File: config.mk
export PLATFORM = sky130hd
export DESIGN_NAME = sr_lock_arbiter
export DESIGN_NICKNAME = d
export VERILOG_FILES = /design/src/rtl/sr_lock_arbiter.sv
export SDC_FILE = /design/constraint.sdc
export NUM_CORES = 1
export LEC_CHECK = 0
export ABC_CLOCK_PERIOD_IN_PS = 3700
export BUFFER_PORTS_ARGS = -buffer_cell sky130_fd_sc_hd__clkbuf_2
export CAP_MARGIN = 10
export CORE_MARGIN = 4
export CORE_UTILIZATION = 57
export DETAILED_ROUTE_END_ITERATION = 16
export PLACE_DENSITY = 0.82
export SYNTH_ARGS = -nofsm -noshare
export SYNTH_HDL_FRONTEND = slang
export SYNTH_SLANG_ARGS = --single-unit
File: constraint.sdc
create_clock -name clk -period 3.7 [get_ports clk]
set_clock_uncertainty 0.15 [all_clocks]
set_input_delay 0.555 -clock clk [delete_from_list [all_inputs] [get_ports clk]]
set_output_delay 0.555 -clock clk [all_outputs]
set_load 0.03 [all_outputs]
File: src/rtl/sr_lock_arbiter.sv
`default_nettype none
// ==========================================================================
// sr_lock_arbiter : round-robin owner of a shared SR_ff lock flag; sequences s/r, confirms q
// Revision 1.0
// ==========================================================================
module sr_lock_arbiter #(
  parameter int NREQ    = 4,
  parameter int TIMEOUT = 7
) (
  input  logic            clk,
  input  logic            reset,
  input  logic [NREQ-1:0] req,
  input  logic [NREQ-1:0] rel,
  input  logic            q,
  output logic            s,
  output logic            r,
  output logic [NREQ-1:0] gnt,
  output logic            busy,
  output logic            err
);

  localparam int              c_pw      = $clog2(NREQ);
  localparam int              c_cw      = $clog2(TIMEOUT + 1);
  localparam logic [c_cw-1:0] c_timeout = c_cw'(TIMEOUT);
  localparam logic [c_pw-1:0] c_last    = c_pw'(NREQ - 1);
  localparam logic [NREQ-1:0] c_one     = NREQ'(1);

  localparam logic [2:0] ST_INIT_CLR = 3'd0;
  localparam logic [2:0] ST_IDLE     = 3'd1;
  localparam logic [2:0] ST_SET      = 3'd2;
  localparam logic [2:0] ST_WAIT_SET = 3'd3;
  localparam logic [2:0] ST_OWNED    = 3'd4;
  localparam logic [2:0] ST_CLR      = 3'd5;
  localparam logic [2:0] ST_WAIT_CLR = 3'd6;
  localparam logic [2:0] ST_ERROR    = 3'd7;

  logic [2:0]      r_state;
  logic [2:0]      w_next;
  logic [c_pw-1:0] r_ptr;
  logic [c_pw-1:0] r_win;
  logic [c_cw-1:0] r_cnt;
  logic            r_init;
  logic [c_pw-1:0] w_pick;
  logic [c_pw-1:0] w_cand;
  logic            w_found;
  logic [c_cw-1:0] w_cnt_inc;
  logic            w_s;
  logic            w_r;
  logic [NREQ-1:0] w_gnt;
  logic            w_busy;
  logic            w_err;

  // Round-robin search starting at ptr, wrapping past NREQ-1.
  always_comb begin
    w_found = 1'b0;
    w_pick  = r_ptr;
    w_cand  = r_ptr;
    for (int i = 0; i < NREQ; i++) begin
      w_cand = c_pw'((int'(r_ptr) + i) % NREQ);
      if (!w_found && req[w_cand]) begin
        w_found = 1'b1;
        w_pick  = w_cand;
      end
    end
  end

  assign w_cnt_inc = (r_cnt == c_timeout) ? r_cnt : r_cnt + c_cw'(1);

  always_ff @(posedge clk) begin
    if (reset) r_state <= ST_INIT_CLR;
    else       r_state <= w_next;
  end

  always_comb begin
    w_next = r_state;
    case (r_state)
      ST_INIT_CLR: w_next = ST_WAIT_CLR;
      ST_IDLE: begin
        if (q)            w_next = ST_ERROR;
        else if (w_found) w_next = ST_SET;
      end
      ST_SET: w_next = ST_WAIT_SET;
      ST_WAIT_SET: begin
        if (q)                            w_next = ST_OWNED;
        else if (w_cnt_inc == c_timeout)  w_next = ST_ERROR;
      end
      ST_OWNED: begin
        if (!q)              w_next = ST_ERROR;
        else if (rel[r_win]) w_next = ST_CLR;
      end
      ST_CLR: w_next = ST_WAIT_CLR;
      ST_WAIT_CLR: begin
        if (!q)                           w_next = ST_IDLE;
        else if (w_cnt_inc == c_timeout)  w_next = ST_ERROR;
      end
      ST_ERROR: w_next = ST_ERROR;
      default:  w_next = ST_ERROR;
    endcase
  end

  // Output values for the state being entered; the INIT_CLR clear pulse lands in WAIT_CLR.
  always_comb begin
    w_s    = (w_next == ST_SET);
    w_r    = (w_next == ST_CLR) || (r_state == ST_INIT_CLR);
    w_gnt  = (w_next == ST_OWNED) ? (c_one << r_win) : '0;
    w_busy = (w_next != ST_IDLE);
    w_err  = (w_next == ST_ERROR);
  end

  always_ff @(posedge clk) begin
    if (reset) begin
      s      <= 1'b0;
      r      <= 1'b0;
      gnt    <= '0;
      busy   <= 1'b1;
      err    <= 1'b0;
      r_ptr  <= '0;
      r_win  <= '0;
      r_cnt  <= '0;
      r_init <= 1'b1;
    end else begin
      s    <= w_s;
      r    <= w_r;
      gnt  <= w_gnt;
      busy <= w_busy;
      err  <= w_err;
      if (r_state == ST_IDLE && w_next == ST_SET)
        r_win <= w_pick;
      if (r_state == ST_SET || r_state == ST_CLR)
        r_cnt <= '0;
      else if (r_state == ST_WAIT_SET || r_state == ST_WAIT_CLR)
        r_cnt <= w_cnt_inc;
      // The power-up clear has no owner, so the pointer only advances after a real release.
      if (r_state == ST_WAIT_CLR && w_next == ST_IDLE) begin
        r_init <= 1'b0;
        if (!r_init)
          r_ptr <= (r_win == c_last) ? '0 : r_win + c_pw'(1);
      end
    end
  end

  a_s_r_exclusive: assert property (@(posedge clk) !(s && r));
  a_gnt_onehot0:   assert property (@(posedge clk) $onehot0(gnt));
  a_gnt_owned:     assert property (@(posedge clk) (gnt != '0) |-> (r_state == ST_OWNED));

endmodule
`default_nettype wire
==> results of run 1 <==
==> how the worst max path moves through the flow <==
| stage | startpoint | to | slack [ns] | cells after the start |
|---|---|---|---|---|
| after floorplan | req[0] | busy | 1.41 | 5 |
| after global placement | req[0] | busy | 1.25 | 6 |
| after detailed placement | req[0] | busy | 1.23 | 6 |
| after CTS | req[0] | busy | 1.55 | 6 |
| after global routing | r_win[0] | busy | 1.46 | 5 |
| final | req[0] | busy | 1.54 | 6 |
==> per-stage QoR <==
step / power (µW) / cells / area (µm²) / util (%)
6_report: 462 / 149 / 1100 / 69.7
5_1_grt: 492 / 149 / 1100 / 69.7
4_1_cts: 465 / 149 / 1100 / 69.7
3_5_place_dp: 361 / 145 / 1070 / 68.0
3_3_place_gp: 358 / 145 / 1070 / 68.0
2_1_floorplan: 334 / 117 / 990 / -
==> cells in the mapped netlist, drive strengths merged, types with 3 or more instances <==
library cell,number
clkbuf,4
nor2,14
inv,3
nor3b,6
o21ai,6
o211ai,3
dfxtp,19
nor4,3
mux2i,5
a21oi,9
nor3,5
nand2,8
nand2b,3
nor2b,4
or4,3
==> power by group <==
| part | internal (µW) | switching, µW | total, µW |
|---|---|---|---|
| clock | 42.0 | 61.7 | 104 |
| sequential | 220 | 25.0 | 245 |
| combinational | 47.6 | 65.6 | 113 |
==> sequential cells by signal, indices dropped and copies added, names as in the netlist <==
signal,count
busy,1
gnt,4
r_init,1
err,1
s,1
r_win,2
r_ptr,2
r_state,3
r,1
r_cnt,3
==> layout by cell type, fill, tap and decap left out, drive strengths merged, types with 2 or more instances in the layout <==
cell | Yosys | layout
a21oi | 9 | 9
and3 | 2 | 2
clkbuf | 4 | 22
dfxtp | 19 | 19
ha | 2 | 2
inv | 3 | 3
mux2i | 5 | 5
nand2 | 8 | 8
nand2b | 3 | 3
nand3 | 2 | 2
nor2 | 14 | 14
nor2b | 4 | 4
nor3 | 5 | 5
nor3b | 6 | 6
nor4 | 3 | 3
o211ai | 3 | 3
o21ai | 6 | 6
or4 | 3 | 3
==> per-layer routing <==
metal  vias up  track usage (%)  wire length [µm]
met2        42             27.8               879
li1        453                -                 -
met1       396             20.9               896
met5         -                0                 0
met3         4             3.31               159
met4         0             11.5                42
==> cell families (layout without fill, tap and decap cells) <==
logic type / count (synthesis) / in the layout / synth area share [%]
AND/OR/NAND/NOR: 54 / 54 / 30.5
AO/OA/AOI/OAI: 25 / 25 / 16.7
flip-flops: 19 / 19 / 38.4
buffers and inverters: 9 / 25 / 3.92
multiplexers: 6 / 6 / 6.19
adder cells (fa/ha/maj): 2 / 2 / 2.53
XOR/XNOR: 2 / 2 / 1.77
==> area by class of cell <==
cell class	count	area (µm²)	share of cell area, %
clock buffers	4	26.3	2.39
flip-flops and latches	19	380	34.6
multi-input cells	89	571	51.9
well taps	16	20.0	1.82
repair buffers	18	90.1	8.20
inverters	3	11.3	1.03
==> qor.csv, run 1 <==
stage,metric,value,unit
synth,synth_flop_cell,dfxtp_1,
setup_path,critPathBufInv,1,
placement,dp_hpwl,1440,µm
clock_network,cts_tree,done,
job,maxCapViolations,0,
setup_path,worst-r2r-setup-slack,1.57,ns
sta,finalCritPeriodShare,58.3,%
setup_path,critical-path-top-cell-by-count,or4_4,
sta,finalMaxSlewViolations,0,
synth,synth.distinct_cells,37,
clock_network,cts_root_buf,clkbuf_4,
setup_path,worst_setup_path_end_kind,register,
floorplanning,dieArea,2470,µm²
sta,finalHoldViolations,0,
clock_network,cts_num_sinks,19,
synth,synth-warning-count,0,
sta,whs,0.331,ns
sta,setup_slack,1.54,ns
layout,antenna_cells_inserted,0,
route,drt_pre_antenna_iters,10,
setup_path,cp_data_required_time,3.73,ns
sta,worst-slew-pin-transition,0.487,ns
worst_hold_path,hold_path.startpoint,r_init,
worst_hold_path,min_delay_path_depth,1,
floorplanning,width_of_the_die,49.7,µm
grt,via_count_of_the_first_global_routing_pass,816,
layout,finalNetCount,147,
placement,placement.setup.worst_slack,1.23,ns
outcome,outcome,completed,
worst_hold_path,hold_end,r_init,
synth,netlist_instances,117,
synth,synth.area.top_cells,"dfxtp_1 (38%), nor2_1 (5.3%), mux2i_1 (5.1%)",
floorplanning,number_of_i_o_pins,19,
setup_path,cell_chain_of_the_critical_path,"clkbuf_2, or4_4, a21oi_2, nand3_1, or2_4, or4_4",
setup_path,worstSetupStartpointType,primary input,
setup_path,timing.critical_path.slowest_stage_cell,or4_4,
sta,maximum_frequency_from_static_timing_analysis,464,MHz
route,ant_nets,0,
sta,period_minus_slack,2.16,ns
setup_path,critPathMaxStageDelay,0.55,ns
pwr,power_per_unit_of_standard_cell_area,421,nW/µm²
route,avgRoutedWirePerCell,13.3,µm
placement,place.gp.congestion,0.847,
synth,syn_area,990,µm²
grt,grt_pass1_wl,3330,µm
clock_network,tritoncts.num_buffers,3,
sta,rsz0062_at_grt,false,
floorplanning,design.core.area,1580,µm²
synth,synth_top_cell_area_share,38.4,%
clock_network,postCtsResizedCells,0,
clock_network,htree_levels,1,
grt,global_route.overflow_total,0,
placement,placement.io_buffers,18,
worst_hold_path,worst_hold_path_class,reg -> reg,
route,vias_per_cell,6.01,
clock_network,postCtsSetupRepairBufs,0,
grt,gr-usage-all-layers,17.4,%
setup_path,rr_startpoint,r_win[0],
route,routed_wl,1980,µm
floorplanning,chipHeight,49.7,µm
synth,ys_async_sr_fraction,0,%
route,initialDrtViolationCount,27,
clock_network,cts-root-to-sink-buffers,2,
pwr,ir_worst_vdd,0.000277,V
setup_path,worst-endpoint-arrival,2.19,ns
clock_network,cts.reportedPaths.clkPinSlew,0.10,ns
layout,layout-area-overhead-vs-synth,11.0,%
layout,final_layout_size_suffix_gt1_share,19.5,%
clock_network,clk_latency_worst_skew_pair,0.29,ns
sta,worst_slew_margin_rel,67.1,%
layout,fillCellCount,129,
grt,grt_start_max_net_pins,17,
setup_path,timing.critical_path.max_delay_family,simple AND/OR/NAND/NOR gates,
synth,syn_area_per_cell,8.46,µm²
synth,synth.ff_latch_count,19,
synth,syn_nets,130,
pwr,total_leakage_power,0.000434,µW
route,routed-via-count,895,
setup_path,critPathMaxFanout,5,
grt,antenna_found_initial,0,
setup_path,reg2reg_to,busy,
synth,synth-edff-count,0,
sta,setup-tns-final,0,ns
synth,post-synth-top-area-cell,dfxtp_1,
floorplanning,initial_utilization,62.8,%
floorplanning,total_number_of_placement_rows,14,
route,drc_errors,0,
clock_network,cts.hold.buffers_added,0,
sta,setup_viol_count_final,0,
setup_path,setup.worst_path.class,in -> reg,
synth,synth.yosys.seq_area_share,38.4,%
setup_path,reg2reg_depth,5,
Power figures use the tool's default switching activity.
==> run 2: changes to the inputs <==
- ABC_AREA: not set -> 1
- ABC_CLOCK_PERIOD_IN_PS: 3700 -> 1730
- CORE_UTILIZATION: 57 -> 50
- PLACE_DENSITY: 0.82 -> 0.75
- clock period: 3.7 -> 1.73 ns (I/O delays scaled with it)
==> run 2 against run 1 <==
  * The run now ends with negative setup slack left
  * Register-to-register slack got worse by 1.8 ns
  * Wire length rose by 75%
  * Critical path type is now reg -> reg
  * Highest routed layer unchanged
  * Hold slack got worse by 0.25 ns
  * First-iteration DRC count grew 19%
  * Final area up 54%
  * Clock-buffer cell count fell by 1
  * Global-route usage grew 4.6 points
  * Setup slack got worse by 1.8 ns
==> qor.csv, run 2 <==
stage,metric,value,unit
setup_path,worst-endpoint-arrival,2.01,ns
setup_path,worstSetupStartpointType,register,
route,avgRoutedWirePerCell,13.4,µm
pwr,ir_worst_vdd,0.000652,V
layout,final_common_cell,nand2_1,
grt,global_route.overflow_total,0,
sta,period_minus_slack,1.95,ns
pwr,total_leakage_power,0.000844,µW
route,initialDrtViolationCount,32,
layout,largest_reg_flops,4,
layout,register_area,390,µm²
route,vias_per_cell,5.40,
synth,syn_area,1180,µm²
floorplanning,dieArea,3210,µm²
synth,ys_async_sr_fraction,0,%
sta,maximum_frequency_from_static_timing_analysis,514,MHz
layout,layout-area-overhead-vs-synth,43.2,%
placement,placement.io_buffers,18,
synth,synth_flop_cell,dfxtp_1,
synth,synth.ff_latch_count,19,
outcome,violations_in_the_final_reports,negative setup slack,
clock_network,tritoncts.num_buffers,3,
grt,via_count_of_the_first_global_routing_pass,1343,
setup_path,cp_data_required_time,1.79,ns
route,routed_wl,3450,µm
placement,place.gp.congestion,0.888,
setup_path,rr_startpoint,r_ptr[0],
synth,syn_area_per_cell,6.72,µm²
floorplanning,total_number_of_placement_rows,17,
synth,post-synth-top-count-cell,nand2_1,
worst_hold_path,hold_path.startpoint,reset,
placement,placement.setup.worst_slack,-0.285,ns
synth,synth-warning-count,0,
layout,most-common-layout-cells,"nand2_1 (40), buf_4 (31), nor2_1 (22)",
placement,dpl-instance-area,1450,µm²
sta,finalCritPeriodShare,112,%
clock_network,cts_tree,done,
route,ant_nets,0,
sta,whs,0.0796,ns
grt,gr-usage-all-layers,22.0,%
synth,synth.area.top_cells,"dfxtp_1 (32%), nand2_1 (18%), nor2_1 (7.3%)",
layout,reg.largest.list,"gnt: 4 flops, r_cnt: 3 flops, r_state: 3 flops",
floorplanning,width_of_the_die,56.6,µm
synth,syn_nets,189,
clock_network,htree_levels,1,
synth,synth.yosys.seq_area_share,32.2,%
route,drc_errors,0,
clock_network,cts.hold.buffers_added,0,
synth,netlist_instances,176,
worst_hold_path,worst_hold_path_class,in -> reg,
floorplanning,initial_utilization,52.9,%
grt,grt_start_max_net_pins,12,
pwr,power_per_unit_of_standard_cell_area,1030,nW/µm²
grt,grt_pass1_wl,5520,µm
setup_path,startpoint,r_ptr[0],
layout,final_layout_size_suffix_gt1_share,47.2,%
route,drt_pre_antenna_iters,4,
floorplanning,number_of_i_o_pins,19,
clock_network,cts-root-to-sink-buffers,2,
sta,worst-slew-pin-transition,0.370,ns
route,routed-via-count,1387,
sta,finalHoldViolations,0,
synth,synth-edff-count,0,
layout,registers.top_by_ff_count,gnt,
setup_path,critPathMaxFanout,5,
sta,rsz0062_at_grt,true,
outcome,outcome,finished with violations,
placement,dpl.cell_count,241,
layout,finalNonFillerCells,257,
synth,post-synth-top-area-cell,dfxtp_1,
synth,post_synth_most_frequent_cells,"nand2_1 (56), nor2_1 (23), dfxtp_1 (19)",
clock_network,clk_latency_worst_skew_pair,0.31,ns
floorplanning,design.core.area,2230,µm²
layout,fillCellCount,182,
layout,finalNetCount,243,
synth,synth_top_cell_area_share,32.2,%
clock_network,cts.reportedPaths.clkPinSlew,0.12,ns
sta,worst_slew_margin_rel,75.2,%
placement,dp_hpwl,2270,µm
grt,antenna_found_initial,0,
clock_network,cts_num_sinks,19,
setup_path,setup.worst_path.class,reg -> reg,
clock_network,cts_root_buf,clkbuf_4,
sta,setup_slack,-0.215,ns
layout,multi_input_comb_area,803,µm²
sta,setup_viol_count_final,13,
layout,final_cell_area,1690,µm²
sta,finalMaxSlewViolations,0,
layout,antenna_cells_inserted,0,
setup_path,worst_setup_path_end_kind,register,
floorplanning,chipHeight,56.6,µm
job,maxCapViolations,0,
synth,synth.distinct_cells,32,
## run 2: changes by cell type after synthesis, moves of 6 or more
cell / previous run / this run
nand2_1: 8 / 56
inv_1: 3 / 14
nand3_1: 2 / 11
nor2_1: 14 / 23
a21oi_1: 8 / 2
nor3b_1: 6 / 0
## run 2: cell families after synthesis
kind of cell	count (synthesis)	share of synthesized area, %
and+or+nand+nor	109	44.8
adders and majority gates	2	2.12
buffers and inverters	23	8.57
xor gates and xnor gates	1	0.741
AOI/OAI and AO/OA	22	11.6
DFF	19	32.2
## run 2: path summary, 6_finish.rpt
check	end	slack, ns	cells after the start
hold reg to reg	r_init	0.31	2
setup / recovery	r_ptr[1]	-0.22	13
hold / removal	r_state[1]	0.08	2
setup reg to reg	r_ptr[1]	-0.22	13
## run 2: power breakdown
group	switching, µW	internal [µW]
combinational	522	422
sequential	48.9	502
clock	155	86.3
total	727	1010
## run 2: layer usage
layer  GRT usage (%)  vias up  routed length [µm]
met5               0        -                   0
met4            12.2        0                  95
met3            3.22       15                  91
met2            41.1       40                1850
met1            22.9      655                1420
li1                -      677                   -
## run 2: timing repair
| item | in CTS | in global routing |
|---|---|---|
| pin swaps | 5 | 13 |
| endpoints found under the setup margin | 13 | 14 |
| setup buffers | 9 | 4 |
| resized for setup | 29 | 13 |
## run 2: through the flow
| stage | util [%] | TNS (ns) | total power [µW] |
|---|---|---|---|
| 2_1_floorplan | - | -0.0379 | 1010 |
| 3_3_place_gp | 65.1 | -1.49 | 1280 |
| 3_5_place_dp | 65.1 | -2.43 | 1310 |
| 4_1_cts | 73.2 | -0.807 | 1640 |
| 5_1_grt | 75.8 | -2.88 | 1830 |
| 6_report | 75.8 | -1.73 | 1740 |
## run 2: critical path: stages (launching register included)
cell and delay [ns]:
dfxtp_4 0.39, buf_6 0.13, nand2_2 0.06, nand2_2 0.07, nand2_2 0.07, nand2_2 0.08, nor2_4 0.15, nand3_2 0.10
nand2_4 0.08, nand2_4 0.06, nor2_4 0.15, nand4_4 0.12, nor2_1 0.15, nor2_1 0.06
## run 2: area by class of cell
| cell class | instances | share of cell area [%] |
|---|---|---|
| Sequential cell | 19 | 23.1 |
| Tap cell | 28 | 2.07 |
| Inverter | 20 | 4.73 |
| Clock buffer | 3 | 1.33 |
| Multi-Input combinational cell | 134 | 47.5 |
| Clock inverter | 1 | 0.296 |
| Timing Repair Buffer | 52 | 21.1 |
==> run 3: changes to the inputs <==
- PLACE_DENSITY: 0.75 -> 0.8
==> run 3 against run 2 <==
  * The run still ends with negative setup slack left
  * Clock-buffer cell count did not move
  * Final area did not move
  * Cell count fell by 1.2%
  * Non-clock buffer count fell by 3
  * Clock power fell by 5%
  * Setup slack got worse by 0.038 ns
  * Flip-flop and latch count did not move
  * Largest cell class unchanged
  * Highest routed layer unchanged
==> qor.csv, run 3 (synthesized netlist as in run 2, its figures left out) <==
stage,metric,value,unit
clock_network,cts-root-to-sink-buffers,2,
clock_network,cts.reportedPaths.clkPinSlew,0.12,ns
worst_hold_path,worst_hold_path_class,in -> reg,
grt,global_route.overflow_total,0,
sta,period_minus_slack,1.98,ns
route,avgRoutedWirePerCell,13.7,µm
placement,dp_hpwl,2350,µm
layout,final_cell_area,1690,µm²
placement,placement.io_buffers,18,
route,routed-via-count,1344,
setup_path,cell_chain_of_the_critical_path,"buf_6, nand2_2, nand2_2, nand2_2, nand2_4, nor2_4, nand4_1, nand2_2, inv_2, nor2_4, inv_2, a21oi_2, nand2_1, nand2_1, nand2_1",
setup_path,critical-path-top-cell-by-count,nand2_2,
pwr,total_power,1790,µW
setup_path,worst-endpoint-arrival,2.03,ns
clock_network,cts_tree,done,
grt,antenna_found_initial,0,
placement,dpl-instance-area,1440,µm²
sta,setup_slack,-0.253,ns
setup_path,critPathMaxFanout,6,
route,ant_nets,0,
layout,largest_reg_flops,4,
setup_path,worstSetupStartpointType,register,
setup_path,critPathBufInv,3,
outcome,outcome,finished with violations,
sta,finalCritPeriodShare,115,%
sta,worst-slew-pin-transition,0.289,ns
sta,finalHoldViolations,0,
setup_path,setup.worst_path.class,reg -> reg,
clock_network,tritoncts.num_buffers,3,
route,routed_wl,3470,µm
route,initialDrtViolationCount,34,
clock_network,clk_latency_worst_skew_pair,0.30,ns
layout,most-common-layout-cells,"nand2_1 (45), buf_4 (26), nor2_1 (21)",
pwr,total_leakage_power,0.000837,µW
setup_path,cp_data_required_time,1.78,ns
floorplanning,initial_utilization,52.9,%
layout,final_common_cell,nand2_1,
grt,grt_start_max_net_pins,12,
outcome,violations_in_the_final_reports,negative setup slack,
sta,finalMaxSlewViolations,0,
grt,grt_pass1_wl,5740,µm
sta,rsz0062_at_grt,true,
placement,place.gp.congestion,0.891,
sta,worst_slew_margin_rel,80.7,%
layout,utilization,75.8,%
pwr,ir_worst_vdd,0.000842,V
sta,setup_viol_count_final,13,
layout,antenna_cells_inserted,0,
clock_network,htree_levels,1,
layout,finalNetCount,240,
floorplanning,number_of_i_o_pins,19,
layout,final_layout_size_suffix_gt1_share,46.5,%
layout,registers.top_by_ff_count,gnt,
route,drt_pre_antenna_iters,4,
setup_path,critPathMaxStageDelay,0.39,ns
setup_path,timing.critical_path.max_delay_family,simple AND/OR/NAND/NOR gates,
setup_path,timing.critical_path.slowest_stage_cell,dfxtp_4,
floorplanning,width_of_the_die,56.6,µm
layout,layout-area-overhead-vs-synth,43.2,%
layout,fillCellCount,160,
clock_network,cts_num_sinks,19,
sta,maximum_frequency_from_static_timing_analysis,504,MHz
floorplanning,total_number_of_placement_rows,17,
route,drc_errors,0,
pwr,power_per_unit_of_standard_cell_area,1060,nW/µm²
floorplanning,dieArea,3210,µm²
layout,reg.largest.list,"gnt: 4 flops, r_cnt: 3 flops, r_state: 3 flops",
grt,gr-usage-all-layers,22.5,%
floorplanning,design.core.area,2230,µm²
floorplanning,chipHeight,56.6,µm
job,maxCapViolations,0,
grt,via_count_of_the_first_global_routing_pass,1307,
clock_network,cts_root_buf,clkbuf_4,
clock_network,cts.hold.buffers_added,0,
route,vias_per_cell,5.29,
setup_path,worst_setup_path_end_kind,register,
-- run 3: layout make-up --
cell class              count  area [µm²]  share of cell area (%)
multi-input cells         134         816                    48.2
flip-flops and latches     19         393                    23.2
repair buffers             49         342                    20.2
inverters                  20        80.1                    4.73
well taps                  28        35.0                    2.07
clock buffers               3        22.5                    1.33
clock inverters             1        5.00                   0.296
-- run 3: worst reg2reg max path, cell delays in order, from the launching register on --
cell and delay, ns:
dfxtp_4 0.39, buf_6 0.14, nand2_2 0.06, nand2_2 0.06, nand2_2 0.09, nand2_4 0.06
nor2_4 0.12, nand4_1 0.12, nand2_2 0.11, inv_2 0.06, nor2_4 0.14, inv_2 0.07
a21oi_2 0.13, nand2_1 0.08, nand2_1 0.06, nand2_1 0.05
-- run 3: routing by layer --
layer | part of all wire (%) | wire length (µm) | up-vias | GRT usage, %
li1 | - | - | 669 | -
met1 | 40 | 1380 | 619 | 23.8
met4 | 3.0 | 104 | 0 | 9.15
met2 | 54 | 1870 | 44 | 42.1
met3 | 3.5 | 120 | 12 | 4.83
met5 | 0 | 0 | - | 0
-- run 3: power breakdown --
group	internal, µW	switching, µW	leakage, µW
combinational	454	542	0.000662
clock	86.0	145	0.0000177
sequential	505	55.3	0.000158
total	1050	742	0.000837
-- run 3: path summary, 6_finish.rpt --
check,start,endpoint,slack (ns),cells after the start
worst min-delay path,reset,r_state[1],0.10,2
worst max-delay path,r_ptr[0],r_init,-0.25,15
worst max register to register,r_ptr[0],r_init,-0.25,15
worst min register to register,r_win[0],gnt[2],0.35,1
-- run 3: what timing repair did --
action                     4_1_cts  5_1_grt
setup endpoints to repair       12       15
pin swaps                       13       14
setup buffers                    7        7
resized for setup               32       16
cloned                           0        0
-- run 3: metrics by stage --
step,std cells,setup TNS [ns],hold slack (ns),worst slack (ns)
after floorplan,176,-0.0379,0.268,-0.0379
after global placement,239,-1.16,0.289,-0.167
after detailed placement,239,-2.59,0.319,-0.345
after CTS,250,-1.01,0.0906,-0.154
after global routing,254,-3.76,0.116,-0.365
final,254,-2.10,0.101,-0.253
